<file path="src/rtl/alu_disp_pkg.sv">
// Shared definitions for the ALU result display: FSM states, segment
// patterns, digit positions, opcodes and the double-dabble adjust step.
package alu_disp_pkg;

  typedef enum logic [0:0] {
    ST_IDLE    = 1'b0,
    ST_CONVERT = 1'b1
  } state_t;

  // Active-low segment patterns, bit order {g,f,e,d,c,b,a}
  localparam logic [6:0] SEG_BLANK = 7'b1111111;
  localparam logic [6:0] SEG_MINUS = 7'b0111111;
  localparam logic [6:0] SEG_ZERO  = 7'b1000000;

  // Digit positions on the display, an[0] is the rightmost digit
  localparam logic [1:0] ONES     = 2'd0;
  localparam logic [1:0] TENS     = 2'd1;
  localparam logic [1:0] HUNDREDS = 2'd2;
  localparam logic [1:0] SIGN     = 2'd3;

  // ALU opcode whose result is interpreted as two's complement
  localparam logic [1:0] OP_SUB = 2'b01;

  // Number of shift steps for an 8-bit magnitude
  localparam logic [2:0] LAST_SHIFT = 3'd7;

  // Double-dabble correction: add 3 to every BCD nibble that is 5 or more
  function automatic logic [11:0] dd_adjust(input logic [11:0] work);
    logic [11:0] adj;
    adj = work;
    for (int i = 0; i < 3; i++) begin
      if (work[4*i +: 4] >= 4'd5) begin
        adj[4*i +: 4] = work[4*i +: 4] + 4'd3;
      end else begin
        adj[4*i +: 4] = work[4*i +: 4];
      end
    end
    return adj;
  endfunction

endpackage

</file>
<file path="src/rtl/alu_result_display_bcd_to_seg7.sv">
// Combinational BCD digit to active-low seven-segment decoder.
// Non-decimal codes are shown as a blank digit.
module bcd_to_seg7 (
  input  logic [3:0] digit,
  output logic [6:0] seg
);
  import alu_disp_pkg::*;

  // Pattern lookup for decimal digits, everything else blanks the digit
  always_comb begin
    seg = SEG_BLANK;
    case (digit)
      4'd0:    seg = 7'b1000000;
      4'd1:    seg = 7'b1111001;
      4'd2:    seg = 7'b0100100;
      4'd3:    seg = 7'b0110000;
      4'd4:    seg = 7'b0011001;
      4'd5:    seg = 7'b0010010;
      4'd6:    seg = 7'b0000010;
      4'd7:    seg = 7'b1111000;
      4'd8:    seg = 7'b0000000;
      4'd9:    seg = 7'b0010000;
      default: seg = SEG_BLANK;
    endcase
  end

endmodule

</file>
<file path="src/rtl/alu_result_display.sv">
// Captures an ALU result, converts it to three BCD digits with a
// one-shift-per-cycle double-dabble engine (sign extracted for subtraction),
// and scans the value onto a 4-digit active-low seven-segment display.
module alu_result_display #(
  parameter int SCAN_DIV = 100000
) (
  input  logic        clk,
  input  logic        rst_n,
  input  logic [7:0]  result,
  input  logic [1:0]  ctrl,
  input  logic        load,
  output logic        busy,
  output logic        done,
  output logic [11:0] bcd,
  output logic        neg,
  output logic [6:0]  seg,
  output logic [3:0]  an
);
  import alu_disp_pkg::*;

  localparam int SCAN_W = (SCAN_DIV > 2) ? $clog2(SCAN_DIV) : 1;
  localparam logic [SCAN_W-1:0] SCAN_LAST = SCAN_W'(SCAN_DIV - 1);
  localparam logic [SCAN_W-1:0] SCAN_ONE  = SCAN_W'(1);
  localparam logic [SCAN_W-1:0] SCAN_ZERO = SCAN_W'(0);

  state_t      state_r;
  logic [7:0]  mag_r;
  logic [11:0] work_r;
  logic [2:0]  shift_cnt_r;
  logic        neg_pend_r;

  logic [7:0]  cap_mag_s;
  logic        cap_neg_s;
  logic [11:0] work_adj_s;
  logic [19:0] shifted_s;

  logic [SCAN_W-1:0] scan_cnt_r;
  logic [1:0]        dig_idx_r;
  logic [3:0]        dig_val_s;
  logic [6:0]        dig_seg_s;
  logic [6:0]        seg_next_s;
  logic [3:0]        an_next_s;

  // Magnitude and sign of the incoming result; only subtraction is signed
  always_comb begin
    cap_mag_s = result;
    cap_neg_s = 1'b0;
    if ((ctrl == OP_SUB) && result[7]) begin
      cap_mag_s = ~result + 8'd1;
      cap_neg_s = 1'b1;
    end else begin
      cap_mag_s = result;
      cap_neg_s = 1'b0;
    end
  end

  // One double-dabble step: correct the BCD nibbles, then shift {bcd, mag}
  always_comb begin
    work_adj_s = dd_adjust(work_r);
    shifted_s  = {work_adj_s, mag_r} << 1;
  end

  // Conversion FSM; bcd/neg only change when a full conversion lands
  always_ff @(posedge clk) begin
    if (!rst_n) begin
      state_r     <= ST_IDLE;
      mag_r       <= 8'h00;
      work_r      <= 12'h000;
      shift_cnt_r <= 3'd0;
      neg_pend_r  <= 1'b0;
      busy        <= 1'b0;
      done        <= 1'b0;
      bcd         <= 12'h000;
      neg         <= 1'b0;
    end else begin
      done <= 1'b0;
      case (state_r)
        ST_IDLE: begin
          if (load) begin
            mag_r       <= cap_mag_s;
            neg_pend_r  <= cap_neg_s;
            work_r      <= 12'h000;
            shift_cnt_r <= 3'd0;
            busy        <= 1'b1;
            state_r     <= ST_CONVERT;
          end else begin
            busy    <= 1'b0;
            state_r <= ST_IDLE;
          end
        end
        ST_CONVERT: begin
          work_r      <= shifted_s[19:8];
          mag_r       <= shifted_s[7:0];
          shift_cnt_r <= shift_cnt_r + 3'd1;
          if (shift_cnt_r == LAST_SHIFT) begin
            bcd     <= shifted_s[19:8];
            neg     <= neg_pend_r;
            done    <= 1'b1;
            busy    <= 1'b0;
            state_r <= ST_IDLE;
          end else begin
            busy    <= 1'b1;
            state_r <= ST_CONVERT;
          end
        end
        default: begin
          busy    <= 1'b0;
          state_r <= ST_IDLE;
        end
      endcase
    end
  end

  // Free-running refresh divider; each wrap advances to the next digit
  always_ff @(posedge clk) begin
    if (!rst_n) begin
      scan_cnt_r <= SCAN_ZERO;
      dig_idx_r  <= ONES;
    end else if (scan_cnt_r == SCAN_LAST) begin
      scan_cnt_r <= SCAN_ZERO;
      dig_idx_r  <= dig_idx_r + 2'd1;
    end else begin
      scan_cnt_r <= scan_cnt_r + SCAN_ONE;
      dig_idx_r  <= dig_idx_r;
    end
  end

  // Select the BCD nibble feeding the shared decoder
  always_comb begin
    dig_val_s = bcd[3:0];
    case (dig_idx_r)
      ONES:     dig_val_s = bcd[3:0];
      TENS:     dig_val_s = bcd[7:4];
      HUNDREDS: dig_val_s = bcd[11:8];
      default:  dig_val_s = 4'd0;
    endcase
  end

  bcd_to_seg7 u_dec (
    .digit (dig_val_s),
    .seg   (dig_seg_s)
  );

  // Leading-zero blanking and the sign position
  always_comb begin
    seg_next_s = SEG_BLANK;
    an_next_s  = ~(4'b0001 << dig_idx_r);
    case (dig_idx_r)
      ONES: begin
        seg_next_s = dig_seg_s;
      end
      TENS: begin
        if ((bcd[11:8] == 4'd0) && (bcd[7:4] == 4'd0)) begin
          seg_next_s = SEG_BLANK;
        end else begin
          seg_next_s = dig_seg_s;
        end
      end
      HUNDREDS: begin
        if (bcd[11:8] == 4'd0) begin
          seg_next_s = SEG_BLANK;
        end else begin
          seg_next_s = dig_seg_s;
        end
      end
      SIGN: begin
        if (neg) begin
          seg_next_s = SEG_MINUS;
        end else begin
          seg_next_s = SEG_BLANK;
        end
      end
      default: begin
        seg_next_s = SEG_BLANK;
      end
    endcase
  end

  // Register segment and anode drives together so they switch in the same cycle
  always_ff @(posedge clk) begin
    if (!rst_n) begin
      seg <= SEG_ZERO;
      an  <= 4'b1110;
    end else begin
      seg <= seg_next_s;
      an  <= an_next_s;
    end
  end

endmodule

</file>
<file path="config.mk">
export PLATFORM = sky130hd
export DESIGN_NAME = alu_result_display
export DESIGN_NICKNAME = d
export VERILOG_FILES = /design/src/rtl/alu_disp_pkg.sv /design/src/rtl/alu_result_display_bcd_to_seg7.sv /design/src/rtl/alu_result_display.sv
export SDC_FILE = /design/constraint.sdc
export NUM_CORES = 1
export LEC_CHECK = 0
export ABC_CLOCK_PERIOD_IN_PS = 3000
export CORE_AREA = 10 10 71 117
export DETAILED_ROUTE_END_ITERATION = 12
export DIE_AREA = 0 0 81 127
export PLACE_DENSITY = 0.76
export SYNTH_ARGS = -nofsm -noshare
export SYNTH_HDL_FRONTEND = slang
export SYNTH_SLANG_ARGS = --single-unit
</file>
<file path="constraint.sdc">
create_clock -name clk -period 3 [get_ports clk]
set_input_delay 0.45 -clock clk [delete_from_list [all_inputs] [get_ports clk]]
set_output_delay 0.45 -clock clk [all_outputs]
set_load 0.005 [all_outputs]
</file>
==> out/results.txt <==
Routed Antenna Nets: 0
Top FF cell, synth: dfxtp_1
Height of the die: 127 um
Multi-input combinational cell area: 1830 um^2
Worst-skew pair later-pin latency: 0.33 ns
CP cell instances: inv_1, ha_1, a222oi_1, or2_2, inv_1, ha_1, a2111oi_4, nor3_1, a211o_1
Clock slew at reported path FFs: 0.05 ns
Antenna cell count: 0
Min cycle time layout: 2.53 ns
Outcome: finished, final reports clean
F_max: 395 MHz
Maximum vdd drop: 0.000332 V
Pwr Density: 488 nW/um^2
Syn_area_per_cell: 8.80 um^2
Hold Fails Final Rpt: 0
Min-Delay Path Class: reg -> reg
Fin. max-slew vios: 0
Number of enable flip-flop cells after synthesis: 0
Worst EP required: 3.22 ns
Fill count: 586
Startpoint types: flop
Post-synthesis cell type count: 53
Worst-Margin Slew: 0.677 ns
Sequential-to-total area share from yosys stat: 41.1%
Vias in the first global route: 2,638
Max Buffers Root-to-Sink: 2
RSZ-0062 raised after global routing: no
CP Max Fanout: 11
Ys async rst share: 0%
Post-DR wirelength/cell: 14.6 um
RR Endpoint: seg[6]$_SDFF_PN1_
Cells after DPL: 493
Cts hold-fix bufs: 0
Worst hold path cell count: 2
DR vias/cell: 5.57
Reg2reg setup slack: 0.47 ns
Placeable Area: 6440 um^2
Clock tree sinks: 69
Clock Root Buffer: clkbuf_16
Initial Util: 52.2%
Synth Net Count: 415
Die width: 81 um
Area after DPL: 3830 um^2
Max H-tree Level: 3
Delay of the slowest critical-path stage: 0.38 ns
Number of max-cap violations: 0
Largest net degree at the start of global routing: 39
Synth Instances: 382
Setup violations, final: 0
Fin util: 63.6%
First-pass GRT wire length: 12,100 um
Register area: 1380 um^2
Clock Skew: 0.00247 ns
Final period utilization: 84.4%
Layout cells sized above 1: 6.82%
Total CTS buffers: 9
Yosys reg bits: 69
Kind of critical path: reg -> reg
Finished Cell Area: 4100 um^2
Total GRT Usage: 14.7%
Worst setup endpoint: seg[6]$_SDFF_PN1_
Yosys warns: 0
Die area: 10,300 um^2
DRT Pass-1 Iters: 7
Port Buffer Count: 38
Post-CTS Setup Bufs: 0
Static Leak: 1.59 nW
Initial DRC Count: 164
Initial antenna violation count: 0
Synthesized cell area: 3360 um^2
Slew HR: 54.5%
I/O pin count: 39
Critical path capture point type: flop
NumNets Final: 455
Slowest stage cell, crit path: a222oi_1
Layout area overhead: 21.8%
Reg2reg path depth: 9
Non-filler cells, final: 507
GR Overflow Total: 0
WL final: 7400 um
CP Data Arrival Time: 2.75 ns
Gpl congestion: 0.844
Reg2reg start: dig_idx_r[0]$_SDFFE_PN0P_
Vias: 2,825
Final TNS setup: 0 ns
Residual DRC: 0
Post-cts resize count: 0
Final hold slack: 0.457 ns
Post-DP HPWL: 5500 um
CTS tree: done
# rows: 39
Critical path launch point: dig_idx_r[0]$_SDFFE_PN0P_
where the power goes:
part / internal [mW] / switching [mW]
Sequential: 0.932 / 0.0108
Combinational: 0.0468 / 0.0572
Clock: 0.592 / 0.360
Total: 1.57 / 0.428
critical path, delay by kind of cell, from the launching register on:
kind                       cells  cell delay (ns)
and+or+nand+nor                2             0.33
DFF                            1             0.36
AOI/OAI and AO/OA              3             0.97
adders and majority gates      2             0.57
buffers and inverters          2             0.19
final cells by class:
cell class	count	share of cell area, %
clock buffer	12	6.26
clock inverter	2	0.244
inverter	20	1.89
multi-input combinational	276	44.6
sequential	69	33.7
tap	82	2.50
timing repair buffer	46	10.8
worst min-delay path by stage:
| stage | startpoint | to | slack [ns] |
|---|---|---|---|
| 2_1_floorplan | scan_cnt_r[0]$_SDFF_PP0_ | scan_cnt_r[0]$_SDFF_PP0_ | 0.43 |
| 3_3_place_gp | scan_cnt_r[0]$_SDFF_PP0_ | scan_cnt_r[0]$_SDFF_PP0_ | 0.44 |
| 3_5_place_dp | mag_r[4]$_SDFFE_PN0P_ | mag_r[5]$_SDFFE_PN0P_ | 0.45 |
| 4_1_cts | mag_r[3]$_SDFFE_PN0P_ | mag_r[4]$_SDFFE_PN0P_ | 0.46 |
| 5_1_grt | mag_r[2]$_SDFFE_PN0P_ | mag_r[3]$_SDFFE_PN0P_ | 0.49 |
| 6_report | mag_r[3]$_SDFFE_PN0P_ | mag_r[4]$_SDFFE_PN0P_ | 0.46 |
cells by family (layout without fill, tap and decap cells):
kind of cell	count (synthesis)	in the layout	synth area share (%)
simple gates	137	137	20.8
compound gates	87	87	17.3
flops	69	69	41.1
buf+inv	37	80	4.58
xor+xnor	22	22	5.73
fa+ha+maj	20	20	7.44
mux	10	10	3.05
layer usage:
layer | track usage (%) | part of all wire (%) | wire (um) | vias up
li1 | - | - | - | 1436
met1 | 14.5 | 40 | 2960 | 1322
met2 | 26.3 | 53 | 3910 | 51
met3 | 3.86 | 3.9 | 287 | 16
met4 | 8.39 | 3.3 | 245 | 0
met5 | 0 | 0 | 0 | -
placed cells by master, fill, tap and decap left out, drive strengths merged, types with 5 or more instances in the layout:
cell type	instances
a22o	7
clkbuf	12
nand2	22
ha	20
a21oi	31
clkdlybuf4s50	38
nand2b	6
o31ai	6
buf	8
dfxtp	69
nor2	42
mux2i	8
nor3	14
o21ai	18
nor2b	5
and3	7
nand3	9
nor3b	13
xnor2	10
inv	19
xor2	12
through the flow:
step / setup WS (ns) / power (mW)
2_1_floorplan: 0.730 / 1.02
3_3_place_gp: 0.632 / 1.06
3_5_place_dp: 0.528 / 1.07
4_1_cts: 0.506 / 2.01
5_1_grt: 0.265 / 2.06
6_report: 0.469 / 2.00
synth_stat cells (2+ instances only):
library cell	number	share of area [%]
nand3_1	9	1.3
nor4_1	3	0.56
xnor2_1	10	2.6
nand2_1	22	2.5
o31a_1	2	0.52
a22o_1	7	1.8
o31ai_1	6	1.3
nor2_1	42	4.7
a222oi_1	4	1.2
xor2_1	12	3.1
dfxtp_1	69	41
clkbuf_1	12	1.3
mux2i_1	8	2.4
mux2_2	2	0.67
a31oi_1	4	0.74
inv_1	17	1.9
nand4_1	3	0.56
ha_1	20	7.4
and3_1	7	1.3
and2_1	2	0.37
or4_1	2	0.45
a311oi_1	2	0.52
buf_1	2	0.22
nor3_1	14	2.1
nor3b_1	13	2.9
a21oi_1	31	4.6
and4_1	3	0.78
a211o_1	3	0.78
or3_1	2	0.37
o21ai_0	17	2.5
nand2b_1	6	1.1
nor2b_1	5	0.93
registers in the layout (all words and copies together), names as in the netlist:
signal and count:
an 4, bcd 12, dig_idx_r 2, done 1
mag_r 8, neg 1, neg_pend_r 1, scan_cnt_r 17
seg 7, shift_cnt_r 3, state_r 1, work_r 12
Power figures use the tool's default switching activity.
==> variant 1: new RTL, same settings <==
`SCAN_DIV`: 100000 -> 50000.
--- a/src/rtl/alu_result_display.sv
+++ b/src/rtl/alu_result_display.sv
@@ -2,7 +2,7 @@
 // one-shift-per-cycle double-dabble engine (sign extracted for subtraction),
 // and scans the value onto a 4-digit active-low seven-segment display.
 module alu_result_display #(
-  parameter int SCAN_DIV = 100000
+  parameter int SCAN_DIV = 50000
 ) (
   input  logic        clk,
   input  logic        rst_n,
Behaviour: same outputs for any inputs over 10 cycles, from zero or initial values and one cycle with rst_n low; that may be too few to reach the edited logic, so the function may still have changed.
==> variant 1 against the original RTL <==
  * Final area grew 3.2%
  * Utilization grew 2.0 points
  * Routed wire length grew 2.9%
  * Worst setup slack gained 230 ps
  * Sequential cell count shrank 1
  * Synthesized area grew 4.7%
  * Total power shrank 1.1%
  * Global-route usage grew 0.93 points
==> variant 1: results (changes against the original RTL) <==
Met1 Wirelength=2.94 mm (was 2.96 mm); DP HPWL=5.74 mm (was 5.50 mm); CP max FO=9 (was 11); crit path max-delay cell type=a222oi_1 (unchanged); net switching power=436 uW (was 428 uW); largest net degree at the start of global routing=32 (was 39); CTS Buf Count=9 (unchanged); GPL Wtd Cong=0.913 (was 0.844); global routing usage on met3=0.0534 (was 0.0386); top cells by area, synth=dfxtp_1 39%, ha_1 7.5%, nand2_1 4.7% (was dfxtp_1 41%, ha_1 7.4%, nor2_1 4.7%); Leak Pwr=0.00165 uW (was 0.00159 uW); total of warnings raised by yosys=0 (unchanged); syn nets=447 (was 415); status=finished, final reports clean (unchanged); maximum VDD drop=0.000367 V (was 0.000332 V); Sum Neg Setup Slack=0 ps (unchanged); grt met2 use=0.280 (was 0.263); filler instances=563 (was 586); worst hold stages=1 (was 2); worst slack, placed=719 ps (was 528 ps); Final Instance Count excl. Fillers=534 (was 507); # Post-CTS Setup Buffers=0 (unchanged); top layer in use=met4 (unchanged); DP Cell Count=519 (was 493); WL met2=4.13 mm (was 3.91 mm); async set-reset flop share out of synthesis=0 (unchanged); # H-tree levels=3 (unchanged); Iter 0 DRT Violations=189 (was 164); sequential area share after synthesis=0.387 (was 0.411); DP Area=3960 um2 (was 3830 um2); Clk Latency, worst-skew pair=330 ps (about the same); clock skew=5.94 ps (was 2.47 ps); CTS root buffer=clkbuf_16 (unchanged); slew margin rel.=0.592 (was 0.545); diode count=0 (unchanged); DR pass1 iterations=4 (was 7); HP Class=flop to flop (unchanged); metal3 WL=398 um (was 287 um); total wire length=7.62 mm (was 7.40 mm); share of cells above drive strength 1=0.0642 (was 0.0682); clock slew at reported path FFs=50 ps (about the same); biggest regs=scan_cnt_r x16, bcd x12, work_r x12 (was scan_cnt_r x17, bcd x12, work_r x12); met1 usage=0.154 (was 0.145); clock tree buffer depth=2 (unchanged); IO Port Bufs=38 (unchanged); Syn Inst Count=413 (was 382); critical path's largest stage delay=450 ps (was 380 ps); via count=2953 (was 2825); post-synth cell types=55 (was 53); Layout Nets=482 (was 455); top post-synthesis cells by count=68 x dfxtp_1, 44 x nand2_1, 34 x nor2_1, 21 x a21oi_1, 21 x ha_1 (was 69 x dfxtp_1, 42 x nor2_1, 31 x a21oi_1, 22 x nand2_1, 20 x ha_1); initial antenna violation count=0 (unchanged); first-pass GRT wire length=12.9 mm (was 12.1 mm); Worst EP arrival=2570 ps (was 2750 ps); Largest register FFs=16 (was 17); number of global-route vias before repair=2882 (was 2638); post_cts resized=0 (unchanged); Total GRT Usage=0.156 (was 0.147)
[variant 1: kinds of logic after synthesis]
group | Yosys count | synth area share
adders and majority gates | 21 | 0.0746
xor gates and xnor gates | 21 | 0.0522
AOI/OAI and AO/OA | 84 | 0.163
muxes | 10 | 0.0288
and+or+nand+nor | 170 | 0.247
buffers and inverters | 39 | 0.0472
DFF | 68 | 0.387
[variant 1: cell type report]
cell class	count	area, um2	share of cell area
sequential	68	1360	0.322
clock inverter	5	28.8	0.00681
tap	82	103	0.0243
inverter	18	67.6	0.0160
timing repair buffer	45	433	0.102
multi-input combinational	306	1990	0.472
clock buffer	10	239	0.0565
[variant 1: final timing paths]
| path | startpoint | endpoint | slack, ps |
|---|---|---|---|
| setup / recovery | dig_idx_r[0]$_SDFFE_PN0P_ | seg[4]$_SDFF_PN0_ | 700 |
| setup reg to reg | dig_idx_r[0]$_SDFFE_PN0P_ | seg[4]$_SDFF_PN0_ | 700 |
| hold reg to reg | scan_cnt_r[0]$_SDFF_PP0_ | scan_cnt_r[0]$_SDFF_PP0_ | 470 |
| hold / removal | scan_cnt_r[0]$_SDFF_PP0_ | scan_cnt_r[0]$_SDFF_PP0_ | 470 |
[variant 1: worst max-delay path: cells and delay by family (launching register included)]
family / cells / cell delay [ps]
AND/OR/NAND/NOR: 1 / 230
buffers and inverters: 2 / 200
adder cells (fa/ha/maj): 2 / 520
flip-flops: 1 / 350
AO/OA/AOI/OAI: 4 / 940
[variant 1: power groups by stage]
stage,logic [uW],clock network (uW),registers [uW]
2_1_floorplan,73.7,0,945
3_3_place_gp,109,0,947
3_5_place_dp,110,0,947
4_1_cts,111,967,928
5_1_grt,124,1000,929
6_report,109,940,928
==> variant 2: new RTL, same flow settings <==
Made on the original files. Put one more register stage on the output `bcd`, cleared by the reset. The value now appears one clock later. The other outputs are not delayed to match.
--- a/src/rtl/alu_result_display.sv
+++ b/src/rtl/alu_result_display.sv
@@ -23,6 +23,8 @@
   localparam logic [SCAN_W-1:0] SCAN_ONE  = SCAN_W'(1);
   localparam logic [SCAN_W-1:0] SCAN_ZERO = SCAN_W'(0);
 
+  logic [11:0] bcd_s0;
+
   state_t      state_r;
   logic [7:0]  mag_r;
   logic [11:0] work_r;
@@ -70,7 +72,7 @@
       neg_pend_r  <= 1'b0;
       busy        <= 1'b0;
       done        <= 1'b0;
-      bcd         <= 12'h000;
+      bcd_s0      <= 12'h000;
       neg         <= 1'b0;
     end else begin
       done <= 1'b0;
@@ -93,7 +95,7 @@
           mag_r       <= shifted_s[7:0];
           shift_cnt_r <= shift_cnt_r + 3'd1;
           if (shift_cnt_r == LAST_SHIFT) begin
-            bcd     <= shifted_s[19:8];
+            bcd_s0  <= shifted_s[19:8];
             neg     <= neg_pend_r;
             done    <= 1'b1;
             busy    <= 1'b0;
@@ -127,11 +129,11 @@
 
   // Select the BCD nibble feeding the shared decoder
   always_comb begin
-    dig_val_s = bcd[3:0];
+    dig_val_s = bcd_s0[3:0];
     case (dig_idx_r)
-      ONES:     dig_val_s = bcd[3:0];
-      TENS:     dig_val_s = bcd[7:4];
-      HUNDREDS: dig_val_s = bcd[11:8];
+      ONES:     dig_val_s = bcd_s0[3:0];
+      TENS:     dig_val_s = bcd_s0[7:4];
+      HUNDREDS: dig_val_s = bcd_s0[11:8];
       default:  dig_val_s = 4'd0;
     endcase
   end
@@ -150,14 +152,14 @@
         seg_next_s = dig_seg_s;
       end
       TENS: begin
-        if ((bcd[11:8] == 4'd0) && (bcd[7:4] == 4'd0)) begin
+        if ((bcd_s0[11:8] == 4'd0) && (bcd_s0[7:4] == 4'd0)) begin
           seg_next_s = SEG_BLANK;
         end else begin
           seg_next_s = dig_seg_s;
         end
       end
       HUNDREDS: begin
-        if (bcd[11:8] == 4'd0) begin
+        if (bcd_s0[11:8] == 4'd0) begin
           seg_next_s = SEG_BLANK;
         end else begin
           seg_next_s = dig_seg_s;
@@ -187,5 +189,13 @@
     end
   end
 
+  always_ff @(posedge clk) begin
+    if (!rst_n) begin
+      bcd <= '0;
+    end else begin
+      bcd <= bcd_s0;
+    end
+  end
+
 endmodule
 
Behaviour: not the same (a bounded check fails within 10 cycles, from zero or initial values and one cycle with rst_n low).
==> variant 2 against the original RTL <==
  * Clock skew grew 2.5 ps
  * Sequential cell count rose by 12
  * Largest cell class unchanged
  * Synthesized area is 9.7% higher
  * Final cell count grew 5.3%
  * Routed wire length rose by 7.1%
  * Worst setup slack worse by 16 ps
  * Total power increased by 27%
  * Clock power grew 40%
  * Final area increased by 10%
==> variant 2: results (changes against the original RTL) <==
sequential area share after synthesis=0.440 (was 0.411); syn nets=444 (was 415); grt met2 use=0.287 (was 0.263); post-synthesis mux area share=0.0254 (was 0.0305); post-synth cell types=47 (was 53); DP HPWL=5.74 mm (was 5.50 mm); share of cells above drive strength 1=0.0619 (was 0.0682); worst reg-to-reg path cell count=10 (was 9); Syn Inst Count=411 (was 382); worst endpoint required time=3230 ps (was 3220 ps); Synth Area in Compound Gates=0.149 (was 0.173); CP max FO=9 (was 11); Net Sw Frac=0.199 (was 0.214); global routing usage on met3=0.0485 (was 0.0386); WL met2=4.28 mm (was 3.91 mm); met1 usage=0.151 (was 0.145); DP Area=4150 um2 (was 3830 um2); Total GRT Usage=0.159 (was 0.147); DR pass1 iterations=4 (was 7); seq pwr=1100 uW (was 942 uW); Leak Pwr=0.00172 uW (was 0.00159 uW); Synth Area in Adders=0.0678 (was 0.0744); status=finished, final reports clean (unchanged); largest net degree at the start of global routing=53 (was 39); worst slack, placed=489 ps (was 528 ps); Iter 0 DRT Violations=136 (was 164); Post-Synth XOR/XNOR Area=0.0546 (was 0.0573); Met1 Wirelength=3.03 mm (was 2.96 mm); Comb. pwr=112 uW (was 104 uW); top cells by area, synth=dfxtp_1 44%, ha_1 6.8%, nor2_1 3.3% (was dfxtp_1 41%, ha_1 7.4%, nor2_1 4.7%)
variant 2: worst paths after layout:
kind,startpoint,endpoint,slack [ps]
worst min-delay path,mag_r[3]$_SDFFE_PN0P_,mag_r[4]$_SDFFE_PN0P_,460
worst max register to register,dig_idx_r[1]$_SDFFE_PN0P_,seg[4]$_SDFF_PN0_,450
worst min register to register,mag_r[3]$_SDFFE_PN0P_,mag_r[4]$_SDFFE_PN0P_,460
worst max-delay path,dig_idx_r[1]$_SDFFE_PN0P_,seg[4]$_SDFF_PN0_,450
variant 2: cell type report:
class                   count  area [um2]
clock buffers               9         225
clock inverters             7         143
fillers                   537        1920
inverters                  16        60.1
multi-input cells         294        1920
flip-flops and latches     81        1620
well taps                  82         103
repair buffers             45         445
variant 2: kinds of logic after synthesis:
kind of cell / after synthesis
XOR/XNOR: 23
multiplexers: 9
flip-flops: 81
AO/OA/AOI/OAI: 84
buffers and inverters: 36
AND/OR/NAND/NOR: 158
adder cells (fa/ha/maj): 20
